<file path="src/rtl/mmcm_drp_sequencer_if.sv">
// DRP port between the reconfiguration sequencer (master)
// and the MMCM dynamic reconfiguration port (slave).
interface mmcm_drp_sequencer_if;
    logic [6:0]  drp_daddr;
    logic        drp_den;
    logic        drp_dwe;
    logic [15:0] drp_di;
    logic [15:0] drp_do;
    logic        drp_drdy;

    modport master (
        output drp_daddr, drp_den, drp_dwe, drp_di,
        input  drp_do, drp_drdy
    );

    modport slave (
        input  drp_daddr, drp_den, drp_dwe, drp_di,
        output drp_do, drp_drdy
    );
endinterface

</file>
<file path="src/rtl/mmcm_drp_sequencer.sv">
// MMCM reconfiguration via DRP read-modify-write table walk,
// with lock-gated release of the downstream user reset.
module mmcm_drp_sequencer #(
    parameter int TABLE_DEPTH  = 8,
    parameter int DRDY_TIMEOUT = 64,
    parameter int LOCK_TIMEOUT = 65535,
    parameter int RST_HOLD     = 4
) (
    input  logic                           clk,
    input  logic                           reset,
    input  logic                           start,
    input  logic [$clog2(TABLE_DEPTH):0]   entry_count,
    output logic [$clog2(TABLE_DEPTH)-1:0] tbl_idx,
    input  logic [6:0]                     tbl_addr,
    input  logic [15:0]                    tbl_mask,
    input  logic [15:0]                    tbl_data,
    mmcm_drp_sequencer_if.master           drp,
    output logic                           mmcm_rst,
    input  logic                           mmcm_locked,
    output logic                           user_reset,
    output logic                           busy,
    output logic                           done,
    output logic                           error
);
    localparam int IW = $clog2(TABLE_DEPTH);
    localparam int CM1 = (DRDY_TIMEOUT > LOCK_TIMEOUT)
                         ? DRDY_TIMEOUT : LOCK_TIMEOUT;
    localparam int CMAX = (CM1 > RST_HOLD) ? CM1 : RST_HOLD;
    localparam int CW = $clog2(CMAX + 1);

    localparam logic [CW-1:0] CNT_SAT  = CW'(CMAX);
    localparam logic [CW-1:0] HOLD_END = CW'(RST_HOLD - 1);
    localparam logic [CW-1:0] DRDY_END = CW'(DRDY_TIMEOUT - 1);
    localparam logic [CW-1:0] LOCK_END = CW'(LOCK_TIMEOUT - 1);
    localparam logic [IW:0]   DEPTH    = (IW + 1)'(TABLE_DEPTH);

    typedef enum logic [3:0] {
        S_IDLE,
        S_HOLD_RST,
        S_RD,
        S_WAIT_RD,
        S_WR,
        S_WAIT_WR,
        S_NEXT,
        S_RELEASE,
        S_WAIT_LOCK
    } state_t;

    state_t        state_q, state_d;
    logic [CW-1:0] cnt_q, cnt_d;
    logic [IW-1:0] idx_d;
    logic [IW-1:0] last_q, last_d;
    logic [15:0]   rd_q, rd_d;
    logic [6:0]    daddr_q, daddr_d;
    logic          den_q, den_d;
    logic          dwe_q, dwe_d;
    logic [15:0]   di_q, di_d;
    logic          mrst_d, urst_d;
    logic          busy_d, done_d, err_d;
    logic          lock_meta, lock_sync;
    logic          cnt_valid;

    assign drp.drp_daddr = daddr_q;
    assign drp.drp_den   = den_q;
    assign drp.drp_dwe   = dwe_q;
    assign drp.drp_di    = di_q;

    assign cnt_valid = (entry_count != '0)
                    && (entry_count <= DEPTH);

    always_ff @(posedge clk or posedge reset) begin
        if (reset) begin
            lock_meta <= 1'b0;
            lock_sync <= 1'b0;
        end else begin
            lock_meta <= mmcm_locked;
            lock_sync <= lock_meta;
        end
    end

    always_ff @(posedge clk or posedge reset) begin
        if (reset) begin
            state_q    <= S_IDLE;
            cnt_q      <= '0;
            tbl_idx    <= '0;
            last_q     <= '0;
            rd_q       <= '0;
            daddr_q    <= '0;
            den_q      <= 1'b0;
            dwe_q      <= 1'b0;
            di_q       <= '0;
            mmcm_rst   <= 1'b0;
            user_reset <= 1'b1;
            busy       <= 1'b0;
            done       <= 1'b0;
            error      <= 1'b0;
        end else begin
            state_q    <= state_d;
            cnt_q      <= cnt_d;
            tbl_idx    <= idx_d;
            last_q     <= last_d;
            rd_q       <= rd_d;
            daddr_q    <= daddr_d;
            den_q      <= den_d;
            dwe_q      <= dwe_d;
            di_q       <= di_d;
            mmcm_rst   <= mrst_d;
            user_reset <= urst_d;
            busy       <= busy_d;
            done       <= done_d;
            error      <= err_d;
        end
    end

    always_comb begin
        state_d = state_q;
        cnt_d   = (cnt_q == CNT_SAT) ? cnt_q : cnt_q + 1'b1;
        idx_d   = tbl_idx;
        last_d  = last_q;
        rd_d    = rd_q;
        daddr_d = daddr_q;
        den_d   = 1'b0;
        dwe_d   = 1'b0;
        di_d    = di_q;
        mrst_d  = mmcm_rst;
        urst_d  = user_reset;
        done_d  = 1'b0;
        err_d   = error;

        unique case (state_q)
            S_IDLE: begin
                // outside a request the user reset follows lock
                urst_d = ~lock_sync;
                if (start && cnt_valid) begin
                    state_d = S_HOLD_RST;
                    cnt_d   = '0;
                    idx_d   = '0;
                    last_d  = IW'(entry_count - 1'b1);
                    mrst_d  = 1'b1;
                    urst_d  = 1'b1;
                    err_d   = 1'b0;
                end else if (start) begin
                    err_d  = 1'b1;
                    done_d = 1'b1;
                end
            end
            S_HOLD_RST: begin
                if (cnt_q == HOLD_END)
                    state_d = S_RD;
            end
            S_RD: begin
                den_d   = 1'b1;
                daddr_d = tbl_addr;
                cnt_d   = '0;
                state_d = S_WAIT_RD;
            end
            S_WAIT_RD: begin
                if (drp.drp_drdy) begin
                    rd_d    = drp.drp_do;
                    state_d = S_WR;
                end else if (cnt_q == DRDY_END) begin
                    err_d   = 1'b1;
                    mrst_d  = 1'b0;
                    cnt_d   = '0;
                    state_d = S_WAIT_LOCK;
                end
            end
            S_WR: begin
                den_d   = 1'b1;
                dwe_d   = 1'b1;
                daddr_d = tbl_addr;
                di_d    = (rd_q & tbl_mask)
                        | (tbl_data & ~tbl_mask);
                cnt_d   = '0;
                state_d = S_WAIT_WR;
            end
            S_WAIT_WR: begin
                if (drp.drp_drdy) begin
                    state_d = S_NEXT;
                end else if (cnt_q == DRDY_END) begin
                    err_d   = 1'b1;
                    mrst_d  = 1'b0;
                    cnt_d   = '0;
                    state_d = S_WAIT_LOCK;
                end
            end
            S_NEXT: begin
                if (tbl_idx == last_q) begin
                    state_d = S_RELEASE;
                end else begin
                    idx_d   = tbl_idx + 1'b1;
                    state_d = S_RD;
                end
            end
            S_RELEASE: begin
                mrst_d  = 1'b0;
                cnt_d   = '0;
                state_d = S_WAIT_LOCK;
            end
            S_WAIT_LOCK: begin
                if (lock_sync) begin
                    urst_d  = 1'b0;
                    done_d  = 1'b1;
                    state_d = S_IDLE;
                end else if (cnt_q == LOCK_END) begin
                    // leave user_reset high; IDLE tracking frees it
                    err_d   = 1'b1;
                    done_d  = 1'b1;
                    state_d = S_IDLE;
                end
            end
            default: begin
                state_d = S_IDLE;
            end
        endcase

        busy_d = (state_d != S_IDLE);
    end
endmodule

</file>
<file path="src/flat_wrapper.sv">
// flat-port wrapper written by rule: the top's interface ports become plain ports
module mmcm_drp_sequencer_flat 
#(
    parameter int TABLE_DEPTH  = 8,
    parameter int DRDY_TIMEOUT = 64,
    parameter int LOCK_TIMEOUT = 65535,
    parameter int RST_HOLD     = 4
)
  (clk, reset, start, entry_count, tbl_idx, tbl_addr, tbl_mask, tbl_data, mmcm_rst, mmcm_locked, user_reset, busy, done, error, drp_drp_daddr, drp_drp_den, drp_drp_dwe, drp_drp_di, drp_drp_do, drp_drp_drdy);
  mmcm_drp_sequencer_if drp_i ();
  input  logic clk;
  input  logic reset;
  input  logic start;
  input  logic [$clog2(TABLE_DEPTH):0] entry_count;
  output logic [$clog2(TABLE_DEPTH)-1:0] tbl_idx;
  input  logic [6:0] tbl_addr;
  input  logic [15:0] tbl_mask;
  input  logic [15:0] tbl_data;
  output logic mmcm_rst;
  input  logic mmcm_locked;
  output logic user_reset;
  output logic busy;
  output logic done;
  output logic error;
  output wire logic [$bits(drp_i.drp_daddr)-1:0] drp_drp_daddr;
  output wire logic [$bits(drp_i.drp_den)-1:0] drp_drp_den;
  output wire logic [$bits(drp_i.drp_dwe)-1:0] drp_drp_dwe;
  output wire logic [$bits(drp_i.drp_di)-1:0] drp_drp_di;
  input wire logic [$bits(drp_i.drp_do)-1:0] drp_drp_do;
  input wire logic [$bits(drp_i.drp_drdy)-1:0] drp_drp_drdy;
  assign drp_drp_daddr = drp_i.drp_daddr;
  assign drp_drp_den = drp_i.drp_den;
  assign drp_drp_dwe = drp_i.drp_dwe;
  assign drp_drp_di = drp_i.drp_di;
  assign drp_i.drp_do = drp_drp_do;
  assign drp_i.drp_drdy = drp_drp_drdy;
  mmcm_drp_sequencer #(.TABLE_DEPTH(TABLE_DEPTH), .DRDY_TIMEOUT(DRDY_TIMEOUT), .LOCK_TIMEOUT(LOCK_TIMEOUT), .RST_HOLD(RST_HOLD)) u_core (.clk(clk), .reset(reset), .start(start), .entry_count(entry_count), .tbl_idx(tbl_idx), .tbl_addr(tbl_addr), .tbl_mask(tbl_mask), .tbl_data(tbl_data), .drp(drp_i), .mmcm_rst(mmcm_rst), .mmcm_locked(mmcm_locked), .user_reset(user_reset), .busy(busy), .done(done), .error(error));
endmodule
</file>
<file path="config.mk">
export PLATFORM = sky130hd
export DESIGN_NAME = mmcm_drp_sequencer_flat
export DESIGN_NICKNAME = d
export VERILOG_FILES = /design/src/rtl/mmcm_drp_sequencer_if.sv /design/src/rtl/mmcm_drp_sequencer.sv /design/src/flat_wrapper.sv
export SDC_FILE = /design/constraint.sdc
export NUM_CORES = 1
export LEC_CHECK = 0
export CAP_MARGIN = 20
export CORE_ASPECT_RATIO = 1.75
export CORE_MARGIN = 2
export CORE_UTILIZATION = 52
export CTS_BUF_LIST = sky130_fd_sc_hd__clkbuf_8
export CTS_CLUSTER_DIAMETER = 80
export DETAILED_ROUTE_END_ITERATION = 6
export GPL_ROUTABILITY_DRIVEN = 0
export PLACE_DENSITY = 0.87
export SLEW_MARGIN = 20
export SYNTH_ARGS = -nofsm -noshare
export SYNTH_HDL_FRONTEND = slang
export SYNTH_SLANG_ARGS = --single-unit
</file>
<file path="constraint.sdc">
create_clock -name clk -period 5.53 [get_ports clk]
set_input_delay 1.106 -clock clk [delete_from_list [all_inputs] [get_ports clk]]
set_output_delay 1.106 -clock clk [all_outputs]
set_load 0.005 [all_outputs]
</file>
==> results of run 1 <==
-- layout make-up --
cell class	count	area, um^2	area share [%]
multi-input combinational	239	1590	33.2
clock buffer	11	151	3.17
timing repair buffer	98	976	20.4
sequential	74	1850	38.8
clock inverter	4	73.8	1.54
tap	82	103	2.15
inverter	9	33.8	0.707
-- worst max path at each step --
stage	from	end	slack (ns)	depth (start not counted)
2_1_floorplan	reset	u_core.busy	2.54	1
3_3_place_gp	entry_count[0]	u_core.cnt_q[14]	2.15	8
3_5_place_dp	entry_count[0]	u_core.cnt_q[11]	2.10	8
4_1_cts	entry_count[0]	u_core.cnt_q[11]	2.48	8
5_1_grt	entry_count[0]	u_core.cnt_q[2]	2.33	8
6_report	drp_drp_drdy	u_core.cnt_q[13]	2.47	6
-- synthesized netlist by cell type (6+ instances only) --
master,number
sky130_fd_sc_hd__nor2_1,37
sky130_fd_sc_hd__nand4_1,8
sky130_fd_sc_hd__nand3_1,8
sky130_fd_sc_hd__nor4_1,6
sky130_fd_sc_hd__a21oi_1,20
sky130_fd_sc_hd__nand2_1,38
sky130_fd_sc_hd__xnor2_1,12
sky130_fd_sc_hd__xor2_1,7
sky130_fd_sc_hd__nor3_1,6
sky130_fd_sc_hd__inv_1,8
sky130_fd_sc_hd__clkbuf_1,12
sky130_fd_sc_hd__mux2_2,17
sky130_fd_sc_hd__dfrtp_1,73
sky130_fd_sc_hd__mux2i_1,17
-- critical path, cell delays in order --
cell,delay [ns]
sky130_fd_sc_hd__clkdlybuf4s50_1,0.50
sky130_fd_sc_hd__or4b_1,0.56
sky130_fd_sc_hd__nor4_4,0.25
sky130_fd_sc_hd__nor2_1,0.07
sky130_fd_sc_hd__and4bb_1,0.67
sky130_fd_sc_hd__nor2_1,0.12
-- metal layers --
layer  GRT usage, %  vias to the layer above  wire length [um]
met5              0                        -                 0
met4           9.93                        0               256
met3           6.56                       28               580
met2           43.5                      116              4720
met1           25.8                     1422              3080
li1               -                     1378                 -
-- sequential cells by signal, indices dropped and copies added (netlist names), 3 cells and up --
name                  cells
u_core.state_q            4
u_core.drp.drp_di        16
u_core.cnt_q             16
u_core.tbl_idx            3
u_core.rd_q              16
u_core.drp.drp_daddr      7
u_core.last_q             3
-- metrics by stage --
stage	hold slack, ns	utilization [%]	worst slack, ns
2_1_floorplan	0.331	-	2.54
3_3_place_gp	0.339	69.6	2.15
3_5_place_dp	0.338	69.6	2.10
4_1_cts	0.365	73.1	2.48
5_1_grt	0.372	73.1	2.33
6_report	0.361	73.1	2.47
-- cell families (layout without fill, tap and decap cells) --
kind of cell             count (synthesis)  count (layout)
flip-flops                              74              74
adder cells (fa/ha/maj)                  4               4
multiplexers                            34              34
buffers and inverters                   23             122
XOR/XNOR                                19              19
AND/OR/NAND/NOR                        137             137
AO/OA/AOI/OAI                           45              45
-- where the power goes --
group          switching [uW]  internal (uW)
combinational             374            454
clock                     189            277
sequential                166            746
==> impl_summary.md, run 1 <==
Outcome
The flow ran to the end, and the final reports show no timing, DRC or antenna violations.

Clock tree
In this run, post-CTS repair resized a total of 0 instances. TritonCTS built the clock tree. The buffer cell driving the clock tree root is sky130_fd_sc_hd__clkbuf_8. The number of buffers added by the clock tree synthesis step is 9. After clock tree synthesis, the setup repair step added 0 buffers.

The buffer levels on the longest clock path is 2. Hold repair after CTS inserted 0 buffers. Clock-pin slew was measured on the worst setup and hold paths at 0.07 ns. The clock latency reported for the late side of the worst-skew pair is 0.35 ns. For this design, the sink count on the clock tree is 74. The H-tree was split into 3 levels.

Cells and area
Compared with the post-synthesis result, the final layout area differs by 35.5%. Leaving out fill and tap cells, the most frequent cell in the layout is sky130_fd_sc_hd__clkdlybuf4s50_1. Once layout is complete, the cells apart from fillers number 517. The repair_antennas step left the layout with diodes totalling 0.

After routing the design area is 0.00478 mm^2. The filler cells instantiated in the layout total 480. The final-stage net count is 499. The fraction of layout cells with a size suffix above 1 is 9.89%. In the layout the commonest cells are sky130_fd_sc_hd__clkdlybuf4s50_1 (96), sky130_fd_sc_hd__dfrtp_1 (73), sky130_fd_sc_hd__nand2_1 (38).

STA
In the finished design, the share of the clock period the worst path needs comes to 55.4%. The final count of hold timing violations is 0. Measured against its own limit, the worst slew margin works out to 37.4%.

Setup repair after global routing left no endpoint under its margin. The number of setup violations in the final report is 0. For the pin with the worst max-slew slack, the measured transition is 0.936 ns.

Counting I/O delays and the setup requirement, the final critical path takes 3.06 ns. The number of slew-limit violations in the final report is 0. In the final timing run, aggregate negative setup slack is 0 ns. The maximum achievable frequency is 327 MHz. The clock arrives with 0.00788 ns of skew.

Floorplan
Once the floorplan was initialized, standard cells occupied 53.9% of the core. The floorplan has 39 rows. The die covers 0.00748 mm^2.

The floorplan step defined a core boundary enclosing 0.00654 mm^2. The horizontal die dimension is 66.3 um. The die is 113 um tall. During I/O placement, the number of pins put on the boundary was 97.

Critical path
The type of the worst setup path is input pin to flip-flop. The worst setup path is launched from an input pin. The worst setup path is captured at a flip-flop. The peak fanout along the critical path is 16. The internal reg-to-reg setup slack is 2.92 ns. The worst register-to-register path begins at u_core.cnt_q[1]. At the worst endpoint, the arrival time is 3.27 ns. In this run the critical register-to-register path is captured at u_core.cnt_q[13].

The endpoint required time on the critical path is 5.73 ns. The depth of the worst register-to-register path is 6.

Placement
In this run the tool buffered the top-level ports with 96 buffer cells. Detailed placement finished with a half-perimeter wire length of 6410 um. The area of placed instances is 0.00455 mm^2. The number of cells in the design after placement is 502.

Worst hold path
In this run the most critical hold path is launched from u_core.lock_meta. For hold timing, the worst endpoint is u_core.lock_sync. Along the worst hold path, the cell count comes to 0. The min-delay analysis places its worst path in the category flip-flop to flip-flop.

Logic synthesis
The number of flops mapped to enable cells by yosys is 0. The number of nets in the synthesized netlist is 404. The most used flip-flop cell after synthesis is sky130_fd_sc_hd__dfrtp_1. After synthesis, flip-flops and latches occupy 52.5% of the total area. The complex-gate fraction of the synthesized area is 7.77%. The top cell type by area accounts for 51.8% of the synthesized area. The fraction of synthesized cell area in xor and xnor cells is 4.72%. After synthesis, the netlist uses 49 different library cells.

The mean instance size in the synthesized netlist is 10.5 um^2. Of the total synthesized cell area, the portion taken by AND, OR, NAND and NOR gates is 20.6%. After synthesis, the largest family of logic cells by area is simple AND/OR/NAND/NOR gates. The area of the mapped netlist is 0.00353 mm^2.

The multiplexer fraction of the synthesized cell area is 10.3%. Synthesis handed over a netlist of 336 instances. Sorting the synthesized cells by area gives the leading types as sky130_fd_sc_hd__dfrtp_1 (52%), sky130_fd_sc_hd__mux2_2 (5.4%), sky130_fd_sc_hd__mux2i_1 (4.8%). The cell type with the largest total area after synthesis is sky130_fd_sc_hd__dfrtp_1. The synthesized-area fraction occupied by adder cells is 1.42%.

For this run, the number of Yosys warnings is 0. The share of flip-flops with an asynchronous set or reset is 100%. After synthesis the netlist holds a flip-flop and latch count of 74.

Global route
The number of global-route vias before repair is 2,877. Entering global routing, the biggest net connects 40 pins. The wire length of the first global-routing pass is 13,700 um. After global routing the overflow that remains totals 0. The global-route usage over all layers is 24.2%. The initial antenna violation count is 0.

Drt
The vias per cell is 5.69. The length of the first detailed-routing pass in iterations is 4. The average detailed-routed wire length per instance is 16.7 um. The starting DRC count in detailed routing is 150.

The remaining design rule violation count is 0. The count of vias placed by the detailed router is 2,944. The aggregate routed wire length is 8630 um. The count of nets left with antenna violations once routing finished came out at 0.

Pwr
The worst-case IR drop observed on VDD is 0.246 mV. The total power density per cell area is 462 mW/mm^2. The static leakage is 0.00204 uW. The design draws 2210 uW.

Run
Across the run, the number of max-cap violations was 0.
Note: power is estimated with default switching activity, not from simulation.
==> inputs of run 2 (changes only) <==
- CORE_UTILIZATION: 52 -> 50
- PLACE_DENSITY: 0.87 -> 0.84
- clock period: 5.53 -> 3.19 ns (I/O delays scaled with it)
==> impl_summary.md, run 2 (synthesis results as in run 1) <==
Clock tree
The total setup buffers inserted after CTS is 0 (unchanged). The clock edge transition at the registers on the reported setup and hold paths is 0.08 ns (about the same). The clock latency reported for the late side of the worst-skew pair is 0.36 ns (about the same). The buffer cell driving the clock tree root is sky130_fd_sc_hd__clkbuf_8. The level count of the clock H-tree is 3 (unchanged). The quantity of hold-fixing buffers added after cts came to 0 (unchanged). The buffer levels on the longest clock path is 2 (unchanged). The number of buffers added by the clock tree synthesis step is 9 (unchanged). The post-cts resize count is 0 (unchanged). The number of sinks on the clock net is 74 (unchanged). TritonCTS built the clock tree.

Global route
The number of global-route vias before repair is 3,024 (+5.1%). The wire length of the first global-routing pass is 13,300 um (-2.9%). The initial antenna violation count is 0 (unchanged). The leftover overflow at the end of global routing is 0 (unchanged). The pin count of the biggest net entering global routing is 39 (-2.5%). The global-route usage over all layers is 22.9% (-1.2 points).

Run
The total of max-cap violations is 0 (unchanged).

Placement
The number of buffer cells added on primary ports was 96 (unchanged). The placed wire-length estimate is 6350 um (-0.96%). The number of cells in the design after placement is 507 (+1.0%).

Cells and area
The top cell types in the final layout, fill and taps aside, are sky130_fd_sc_hd__clkdlybuf4s50_1 (96), sky130_fd_sc_hd__dfrtp_1 (73), sky130_fd_sc_hd__nand2_1 (38). The most common cell after layout, fill and taps aside is sky130_fd_sc_hd__clkdlybuf4s50_1. The count of inserted antenna diode cells came to 0 (unchanged). The fraction of layout cells with a size suffix above 1 was 10.5% (+0.59 points). The number of cells in the finished layout apart from fillers is 523 (+1.2%). The area overhead of the layout relative to synthesis is 35.6%. The final-stage net count is 502 (+0.60%).

Drt
The count of vias placed by the detailed router is 2,924 (-0.68%). The length of the first detailed-routing pass in iterations is 4 (unchanged). The aggregate routed wire length is 8320 um (-3.6%).

The vias per cell is 5.59 (-1.8%). The number of routed nets with antenna violations is 0 (unchanged). The starting DRC count in detailed routing is 165 (+10%). The remaining design rule violation count was 0 (unchanged). The average detailed-routed wire length per instance is 15.9 um (-4.7%).

Floorplan
The horizontal die dimension is 67.5 um (+1.9%). The floorplan row count is 40 (+2.6%). The starting density of the core is 51.4% (-2.5 points). The top-level I/O count is 97 (unchanged). The area of the core is 0.00686 mm^2 (+4.9%). The floorplan die area is 0.00777 mm^2 (+3.8%). The y dimension of the die is 115 um (+1.9%).

STA
The final cycle utilization of the critical path is 73.9%. The final count of hold timing violations is 0 (unchanged). Setup repair after global routing left no endpoint under its margin. The final-layout setup total negative slack came to 0 ns (unchanged). The worst path in the final design needs a cycle of 2.36 ns, including I/O delays and setup. The worst slew slack as a fraction of its limit is 59.2% (+22 points). The actual transition at the worst max-transition pin is 0.608 ns (-0.328 ns). The number of setup violations in the final report is 0 (unchanged). The number of slew-limit violations in the final report is 0 (unchanged).

The maximum achievable frequency is 424 MHz. The clock skew after layout was 0.0120 ns (+0.00411 ns).

Pwr
The static leakage was 0.00204 uW (about the same). The total power density per cell area was 784 mW/mm^2 (+70%). The maximum vdd ir drop was 0.456 mV (+86%).

Worst hold path
The class of the tightest hold or removal check is flip-flop to flip-flop.

Critical path
The worst-path cell with the longest stage delay is sky130_fd_sc_hd__clkdlybuf4s50_1. The endpoint required time on the critical path was 3.42 ns (-2.31 ns). The type of element launching the critical path is an input pin. Traced cell by cell, the critical path runs through clkdlybuf4s50_1 > inv_1 > ha_1 > nor2b_1 > mux2_2 > o211ai_1 > and4bb_1 > buf_4 > a211oi_1. The delay contributed by the slowest stage of the critical path is 0.42 ns (-0.25 ns). The combined buffer and inverter count along the critical path was 3 (+2). The internal reg-to-reg setup slack came to 0.84 ns (-2.08 ns). The gate family responsible for the most delay along the worst path is buffers and inverters. The peak fanout along the critical path is 16 (unchanged). The setup path with the least slack is of type input pin to flip-flop. The critical path arrival came to 2.58 ns (-0.69 ns).

STA classifies the critical path endpoint as a flip-flop.

Outcome
The flow ran to the end, and the final reports show no timing, DRC or antenna violations.
## run 2: cell types whose count changed in the layout (fill, tap and decap cells not counted), sizes merged
cell	delta
buf	+3
bufinv	-1
clkinvlp	+2
## run 2: per-stage QoR
step           utilization (%)  cell area [um^2]  setup WS [ns]  total power, uW  hold slack (ns)
3_3_place_gp              66.8              4580          0.500             2970            0.337
4_1_cts                   69.8              4780          0.842             3790            0.354
5_1_grt                   69.8              4780          0.638             4020            0.371
6_report                  69.8              4780          0.834             3750            0.353
3_5_place_dp              66.8              4580          0.452             3040            0.338
2_1_floorplan                -              3530          0.672             2360            0.331
## run 2: power breakdown
part           internal [uW]  leakage, uW  total, uW  switching (uW)
Clock                    399     0.000103        737             338
Sequential              1290     0.000909       1580             286
Combinational            801      0.00103       1430             632
Total                   2490      0.00204       3750            1260
## run 2: path summary, 6_finish.rpt
kind | to | depth (start not counted) | startpoint
hold reg to reg | u_core.lock_sync | 0 | u_core.lock_meta
setup / recovery | u_core.cnt_q[6] | 9 | entry_count[0]
max in group asynchronous | u_core.user_reset | 3 | reset
min in group asynchronous | u_core.last_q[0] | 3 | reset
setup reg to reg | u_core.cnt_q[6] | 7 | u_core.cnt_q[1]
hold / removal | u_core.lock_sync | 0 | u_core.lock_meta
## run 2: layout make-up
class | instances | area [um^2]
clock buffers | 11 | 151
clock inverters | 5 | 53.8
fillers | 521 | 2070
inverters | 9 | 33.8
multi-input cells | 239 | 1590
flip-flops and latches | 74 | 1850
well taps | 84 | 105
repair buffers | 101 | 998
## run 2: metal layers
metal	global-route usage, %	vias up	wire [um]
li1	-	1380	-
met1	22.9	1406	2910
met2	41.6	114	4580
met3	5.97	24	518
met4	12.2	0	309
met5	0	-	0
==> inputs of run 3 (changes only) <==
- clock period: 3.19 -> 2.2 ns (I/O delays scaled with it)
==> impl_summary.md, run 3 (synthesis results as in run 1) <==
Global route
The global-route usage over all layers came to 23.7% (+0.72 points). The number of global-route vias before repair is 3,088 (+2.1%). The pin count of the biggest net entering global routing is 42 (+7.7%). The initial antenna violation count was 0 (unchanged). The leftover overflow at the end of global routing is 0 (unchanged). The wire length of the first global-routing pass is 13,800 um (+4.2%).

Cells and area
The most common cell after layout, fill and taps aside is sky130_fd_sc_hd__clkdlybuf4s50_1. The area growth from synthesis to layout is 39.5%. The count of inserted antenna diode cells is 0 (unchanged). The filler cell count was 509 (-2.3%).

The fraction of layout cells with a size suffix above 1 is 14.6% (+4.2 points). The final-stage net count is 522 (+4.0%). The utilization after layout is 71.8% (+2.0 points). In the layout the commonest cells are sky130_fd_sc_hd__clkdlybuf4s50_1 (96), sky130_fd_sc_hd__dfrtp_1 (73), sky130_fd_sc_hd__nand2_1 (38).

Critical path
The signal on the critical path passes through or4_1 > nor4_4 > nor2_1 > and4bb_1 > buf_12 > a211oi_1. The slowest stage of the critical path is the sky130_fd_sc_hd__or4_1 cell. The peak fanout along the critical path was 16 (unchanged).

The internal reg-to-reg setup slack is 0.08 ns (-0.76 ns). The startpoint identified for the worst register-to-register timing path is u_core.cnt_q[6]. The category of the worst setup path capture point is a flip-flop. The worst reg2reg path endpoint is u_core.cnt_q[6].

The critical path in this run is classified as flip-flop to flip-flop. The type of element launching the critical path is a flip-flop. The critical path arrival came to 2.33 ns (-0.25 ns). The depth of the worst register-to-register path is 6 (-1). The endpoint required time on the critical path is 2.41 ns (-1.01 ns). The delay contributed by the slowest stage of the critical path is 0.60 ns (+0.18 ns).

STA
The final count of hold timing violations is 0 (unchanged). The clock skew after layout is 0.00927 ns (-0.00271 ns). The actual transition at the worst max-transition pin was 0.500 ns (-0.109 ns).

The maximum achievable frequency is 471 MHz. The final cycle utilization of the critical path is 96.6%. The number of setup violations in the final report was 0 (unchanged).

The worst slew slack as a fraction of its limit came to 66.7% (+7.5 points). The number of slew-limit violations in the final report was 0 (unchanged). The minimum period implied by the final worst setup slack is 2.12 ns.

Clock tree
The total setup buffers inserted after CTS is 0 (unchanged). The clock edge transition at the registers on the reported setup and hold paths is 0.07 ns (about the same). The buffer levels on the longest clock path is 2 (unchanged). The level count of the clock H-tree is 3 (unchanged). The clock latency reported for the late side of the worst-skew pair came to 0.35 ns (about the same).

The number of sinks on the clock net is 74 (unchanged). The buffer cell driving the clock tree root is sky130_fd_sc_hd__clkbuf_8. The CTS tree is done. The number of buffers added by the clock tree synthesis step is 9 (unchanged).

Drt
The remaining design rule violation count came to 0 (unchanged). The routed length on met3 was 550 um (+6.2%). The count of vias placed by the detailed router is 3,015 (+3.1%). The number of routed nets with antenna violations is 0 (unchanged). The routed metal-1 wire length is 3130 um (+7.6%). The length of the first detailed-routing pass in iterations is 4 (unchanged). In this run the top signal layer used is met4. The vias per cell is 5.56 (-0.50%). The routed wire length on met2 is 4820 um (+5.3%). The starting DRC count in detailed routing is 182 (+10%). The aggregate routed wire length is 8820 um (+5.9%). The average detailed-routed wire length per instance is 16.3 um (+2.2%).

Pwr
The maximum vdd ir drop is 0.926 mV (+100%). The proportion of power drawn by flip-flops and latches was 41.8% (-0.3 points). The fraction of power consumed by the clock network is 16.9% (-2.8 points). The internal power is 3560 uW (+43%). The proportion of power drawn by combinational gates is 41.3% (+3.1 points).

The overall power after layout is 5410 uW (+44%). The switching power summed over all nets is 1850 uW (+47%). The switching share of total power came to 34.2% (+0.66 points). The total power density per cell area is 1100 mW/mm^2 (+40%). The static leakage is 0.00213 uW (+4.5%).

Floorplan
The top-level I/O count is 97 (unchanged). The starting density of the core was 51.4% (unchanged). The floorplan row count came to 40 (unchanged).

The area of the core is 0.00686 mm^2 (unchanged). The y dimension of the die was 115 um (unchanged). The horizontal die dimension is 67.5 um (unchanged). The floorplan die area was 0.00777 mm^2 (unchanged).

Placement
The number of buffer cells added on primary ports is 96 (unchanged). The placed wire-length estimate is 6730 um (+6.0%).

Worst hold path
The worst hold path cell count is 0 (unchanged). The startpoint identified for the worst hold timing path is u_core.lock_meta. The path with the worst hold slack has its endpoint at u_core.lock_sync.

The class of the tightest hold or removal check is flip-flop to flip-flop.

Outcome
The flow ran to the end, and the final reports show no timing, DRC or antenna violations.

Run
The total of max-cap violations was 0 (unchanged).
## run 3: worst max-delay path, delay by kind of cell, from the launching register on
family,cells,cell delay [ns]
and+or+nand+nor,4,1.35
DFF,1,0.42
buffers and inverters,1,0.15
AOI/OAI and AO/OA,1,0.05
## run 3: cell type report
class                      instances  area, um^2  share of cell area, %
sequential                        74        1850                   37.7
multi-input combinational        239        1600                   32.4
timing repair buffer             121        1160                   23.6
clock buffer                      10         138                   2.80
tap                               84         105                   2.14
inverter                           9        37.5                  0.763
clock inverter                     5        31.3                  0.636
## run 3: per-layer routing
layer | up-vias | GRT usage, %
met2 | 134 | 43.7
met4 | 0 | 11.7
met1 | 1445 | 23.6
met5 | - | 0
met3 | 24 | 5.58
li1 | 1412 | -
## run 3: stage by stage
| stage | cells | hold slack [ns] | worst slack [ns] | setup TNS (ns) | instance area [um^2] |
|---|---|---|---|---|---|
| 6_report | 542 | 0.351 | 0.0756 | 0 | 4920 |
| 5_1_grt | 542 | 0.372 | -0.000834 | -0.000834 | 4920 |
| 4_1_cts | 542 | 0.353 | 0.0393 | 0 | 4910 |
| 3_5_place_dp | 527 | 0.337 | -0.331 | -7.29 | 4740 |
| 3_3_place_gp | 527 | 0.333 | -0.236 | -4.67 | 4740 |
| 2_1_floorplan | 336 | 0.331 | 0.108 | 0 | 3530 |
## run 3: worst max path at each step
stage,from,to,slack (ns)
finish,u_core.cnt_q[6],u_core.cnt_q[6],0.08
global route,entry_count[0],u_core.cnt_q[6],-0.0008
CTS,entry_count[0],u_core.cnt_q[6],0.04
floorplan,u_core.cnt_q[1],u_core.cnt_q[4],0.11
global placement,entry_count[0],u_core.tbl_idx[0],-0.24
detailed placement,entry_count[0],u_core.cnt_q[6],-0.33
## run 3: power by group through the flow
stage               Clock [uW]  Combinational [uW]  Sequential [uW]
global placement             0                2170             2250
detailed placement           0                2250             2290
finish                     915                2230             2260
floorplan                    0                1240             2180
global route              1000                2480             2320
CTS                        944                2260             2260
## run 3: timing repair
action / CTS / global route
endpoints found under the setup margin: 0 / 22
hold buffers: 0 / 0
resized for setup: 0 / 2
==> RTL change 1 (settings of run 2) <==
`TABLE_DEPTH` is set to 8 in 2 places; all go to 4.
--- a/src/rtl/mmcm_drp_sequencer.sv
+++ b/src/rtl/mmcm_drp_sequencer.sv
@@ -3,3 +3,3 @@
 module mmcm_drp_sequencer #(
-    parameter int TABLE_DEPTH  = 8,
+    parameter int TABLE_DEPTH  = 4,
     parameter int DRDY_TIMEOUT = 64,
--- a/src/flat_wrapper.sv
+++ b/src/flat_wrapper.sv
@@ -3,3 +3,3 @@
 #(
-    parameter int TABLE_DEPTH  = 8,
+    parameter int TABLE_DEPTH  = 4,
     parameter int DRDY_TIMEOUT = 64,
Ports: changed (resized entry_count and tbl_idx); port bits go from 97 to 95. No check against the original RTL was run, so the function may have changed too.
==> RTL change 1 against run 2 <==
First-iteration DRC count up 6.1%; sequential share of layout area down 0.42 points; global-route usage rose by 1.7 points; routed wire length is 1.9% higher; power increased by 0.49%; via count fell by 0.72%; sequential cell count decreased by 2; cell area is 1.6% lower; count of clock-buffer cells in the layout stayed put; area after synthesis fell by 0.28%; synthesized cell count rose by 0.60%; critical path depth decreased by 1; worst setup slack gained 59 ps; largest cell class unchanged.
==> RTL change 1: results (changes against run 2) <==
cp_slowest_cell: "nor3_4"
antenna_cells: 0  # unchanged
yosys_warnings: 0  # unchanged
first_pass_iters: 4  # unchanged
grt.total_usage: 0.246  # +0.0170
clock_latency_ps: 360  # about the same
seq_area_frac_synth: 0.513  # -0.0127
netlist_top_cells_area: "dfrtp_1, nor2_1, mux2_2, mux2i_1, nand2_1"
ctsHtreeMaxLevel: 3  # unchanged
preCtsSetupSlack_ps: 520  # +68.9 ps
synth_nets: 404  # unchanged
power_leakage_nw: 2.05  # +0.58%
numCtsBuffers: 9  # unchanged
vias: 2903  # -0.72%
grt_pass1_vias: 3096  # +2.4%
post_cts_buffers: 0  # unchanged
dp_hpwl_mm: 6.39  # +0.71%
finalClockSkew_ps: 8.71  # -3.28 ps
cts.repair.resized: 0  # unchanged
synth_commonest_cells: "dfrtp_1, nor2_1, nand2_1"
cp.arrival_ps: 2510  # -70 ps
cpPeakStageDelay_ps: 560  # +140 ps
ir_worst_vdd_uv: 536  # +17%
nets: 498  # -0.80%
worst_slew_pin_slew_ps: 719  # +110 ps
antenna_found_initial: 0  # unchanged
hold_path_class: "flop to flop"
clkTransAtPathRegs_ps: 70
nFillCells: 507  # -2.7%
cp_top_family: "simple AND/OR/NAND/NOR gates"
clock_path_buffers: 2  # unchanged
drtIter0Drc: 175  # +6.1%
async_reset_ff_frac: 1.00  # unchanged
yosysUniqueCellTypes: 53  # +8.2%
io_buffer_count: 94  # -2.1%
grt_first_pass_wirelength_mm: 14.3  # +8.0%
drive_above_1_share: 0.119  # +0.0142
clockRootBuffer: "clkbuf_8"
path_max_fanout: 16  # unchanged
status: "finished, final reports clean"
wire_per_inst_um: 16.3  # +2.3%
grt_start_max_net_pins: 35  # -10%
RTL change 1: where the power goes:
part | switching (W) | total [W] | internal [W] | leakage (nW)
Combinational | 0.000674 | 0.00148 | 0.000801 | 1.05
Clock | 0.000339 | 0.000734 | 0.000396 | 0.112
Sequential | 0.000288 | 0.00156 | 0.00127 | 0.885
Total | 0.00130 | 0.00377 | 0.00247 | 2.05
RTL change 1: path summary, 6_finish.rpt:
check,start,to,slack (ps),cells after the start
setup / recovery,entry_count[0],u_core.cnt_q[4],890,8
hold / removal,u_core.lock_meta,u_core.lock_sync,360,0
setup reg to reg,u_core.cnt_q[1],u_core.cnt_q[4],930,6
hold reg to reg,u_core.lock_meta,u_core.lock_sync,360,0
max in group asynchronous,reset,u_core.user_reset,1740,3
min in group asynchronous,reset,u_core.drp.drp_di[2],640,2
RTL change 1: final cells by class:
cell class | instances | area, µm² | share of cell area
clock buffers | 11 | 151 | 0.0322
clock inverters | 5 | 47.5 | 0.0101
inverters | 8 | 30.0 | 0.00638
multi-input cells | 244 | 1610 | 0.341
flip-flops and latches | 72 | 1800 | 0.383
well taps | 84 | 105 | 0.0223
repair buffers | 97 | 963 | 0.205
RTL change 1: stage by stage:
stage | utilization | cells | instance area (µm²)
floorplan | - | 338 | 3520
global placement | 0.657 | 505 | 4510
detailed placement | 0.657 | 505 | 4510
CTS | 0.686 | 521 | 4710
global route | 0.686 | 521 | 4710
finish | 0.686 | 521 | 4710
RTL change 1: layer usage:
metal  up-vias  GRT usage  part of all wire
met5         -          0                 0
met4         0      0.112             0.021
met3        18     0.0832             0.059
met2       107      0.430              0.56
met1      1410      0.262              0.36
li1       1368          -                 -
RTL change 1: worst reg2reg max path, delay by kind of cell (launching register included):
family	cells	cell delay (ps)
DFF	1	430
adders and majority gates	1	330
and+or+nand+nor	4	1100
AOI/OAI and AO/OA	1	260
RTL change 1: kinds of logic (layout without fill, tap and decap cells):
family | after synthesis | in the layout | share of synthesized area
muxes | 32 | 32 | 0.0968
DFF | 72 | 72 | 0.513
AOI/OAI and AO/OA | 47 | 47 | 0.0879
buffers and inverters | 22 | 121 | 0.0334
adders and majority gates | 3 | 3 | 0.0107
xor gates and xnor gates | 16 | 16 | 0.0398
and+or+nand+nor | 146 | 146 | 0.219
==> RTL change 2 (config.mk and constraints of run 2) <==
Made on the original files. The 9 states of `state_t` get a one-hot encoding in 9 bits.
--- a/src/rtl/mmcm_drp_sequencer.sv
+++ b/src/rtl/mmcm_drp_sequencer.sv
@@ -36,12 +36,12 @@
 
-    typedef enum logic [3:0] {
-        S_IDLE,
-        S_HOLD_RST,
-        S_RD,
-        S_WAIT_RD,
-        S_WR,
-        S_WAIT_WR,
-        S_NEXT,
-        S_RELEASE,
-        S_WAIT_LOCK
+    typedef enum logic [8:0] {
+        S_IDLE      = 9'b000000001,
+        S_HOLD_RST  = 9'b000000010,
+        S_RD        = 9'b000000100,
+        S_WAIT_RD   = 9'b000001000,
+        S_WR        = 9'b000010000,
+        S_WAIT_WR   = 9'b000100000,
+        S_NEXT      = 9'b001000000,
+        S_RELEASE   = 9'b010000000,
+        S_WAIT_LOCK = 9'b100000000
     } state_t;
Behaviour: no difference found for any inputs over 10 cycles, from zero or initial values and one cycle with reset high; not proved beyond that.
==> RTL change 2 against run 2 <==
Routed wire length rose by 8.6%; cell area rose by 5.4%; sequential cell count rose by 5; non-clock buffer count fell by 1; worst setup slack got worse by 66 ps; synthesized cell count rose by 3.6%; clock skew fell by 4.5 ps; maximum frequency fell by 2.7%; area after synthesis rose by 7.1%.
Power is not compared: it rests on default switching activity, and its combinational part moved more than twofold at a synthesized area within 25%.
==> RTL change 2: results (changes against run 2) <==
status: "finished, final reports clean"
numCtsBuffers: 9  # unchanged
cp_slowest_cell: "dfrtp_1"
io_buffer_count: 96  # unchanged
finalWirelength_mm: 9.04  # +8.6%
async_reset_ff_frac: 1.00  # unchanged
clock_path_buffers: 2  # unchanged
antenna_found_initial: 0  # unchanged
synth_edf_count: 0  # unchanged
drtIter0Drc: 224  # +36%
vias: 3056  # +4.5%
synth-xor-area-share: 0.0441  # -0.00311
synth_compound_area_frac: 0.0981  # +0.0204
cpPeakStageDelay_ps: 540  # +120 ps
wire_per_inst_um: 16.7  # +4.8%
dp.cells: 526  # +3.7%
synth_nets: 416  # +3.0%
switching_share: 0.293
path_max_fanout: 16  # unchanged
cts.repair.resized: 0  # unchanged
netlist_top_cells_area: "dfrtp_1, mux2_2, mux2i_1, o21ai_0, nand2_1"
grt.total_usage: 0.230  # about the same
clkTransAtPathRegs_ps: 80  # about the same
synth_mux_area_frac: 0.117  # +0.0141
preCtsSetupSlack_ps: 591  # +139 ps
seq_area_frac_synth: 0.524  # -0.00118
route.met3.wl_um: 380  # -27%
use_met1: 0.233  # +0.00463
synthAdderAreaFrac: 0.0133  # -0.000936
antenna_cells: 0  # unchanged
dp_hpwl_mm: 6.87  # +8.2%
cp.arrival_ps: 2640  # +60 ps
power_leakage_nw: 2.31
finalClockSkew_ps: 7.49  # -4.50 ps
ctsHtreeMaxLevel: 3  # unchanged
synth_commonest_cells: "dfrtp_1, nand2_1, o21ai_0"
grtUsageMet2: 0.428  # +0.0115
first_pass_iters: 4  # unchanged
powerComb_w: 0.000702
routed.top_layer: "met4"
hold_path_class: "flop to flop"
nets: 517  # +3.0%
cp_top_family: "compound AO/OA/AOI/OAI gates"
wl_met1_mm: 3.24  # +11%
drive_above_1_share: 0.123  # +0.0186
worst_slew_pin_slew_ps: 597  # -10.9 ps
wl_met2_mm: 5.07  # +11%
grt_use_met3: 0.0474  # -0.0123
clock_latency_ps: 360  # about the same
yosysUniqueCellTypes: 54  # +10%
clockRootBuffer: "clkbuf_8"
syn_area_per_cell_um2: 10.9  # +3.4%
placed_cell_area_um2: 4830  # +5.6%
grt_pass1_vias: 3167  # +4.7%
grt_first_pass_wirelength_mm: 14.7  # +11%
grt_start_max_net_pins: 29  # -26%
fin_setup_tns_ps: 0  # unchanged
powerDensity_nw_per_um2: 539
clock_power_w: 0.000763
ir_worst_vdd_uv: 357
-- RTL change 2: final timing paths --
check,startpoint,to,slack (ps),depth (start not counted)
min in group asynchronous,reset,u_core.drp.drp_daddr[5],590,2
setup / recovery,u_core.state_q[5],u_core.cnt_q[4],770,5
setup reg to reg,u_core.state_q[5],u_core.cnt_q[4],770,5
max in group asynchronous,reset,u_core.user_reset,1970,3
hold / removal,u_core.lock_meta,u_core.lock_sync,350,0
hold reg to reg,u_core.lock_meta,u_core.lock_sync,350,0
-- RTL change 2: worst reg2reg max path, stage by stage (launching register included) --
cell	delay [ps]
dfrtp_1	540
nor4_4	500
nand4b_1	210
a2111o_1	520
a21oi_4	410
a311oi_1	110
-- RTL change 2: cell type report --
cell class | instances | area [µm²]
multi-input cells | 248 | 1700
well taps | 88 | 110
repair buffers | 100 | 1000
fillers | 585 | 2420
clock inverters | 5 | 56.3
inverters | 11 | 41.3
flip-flops and latches | 79 | 1980
clock buffers | 11 | 151
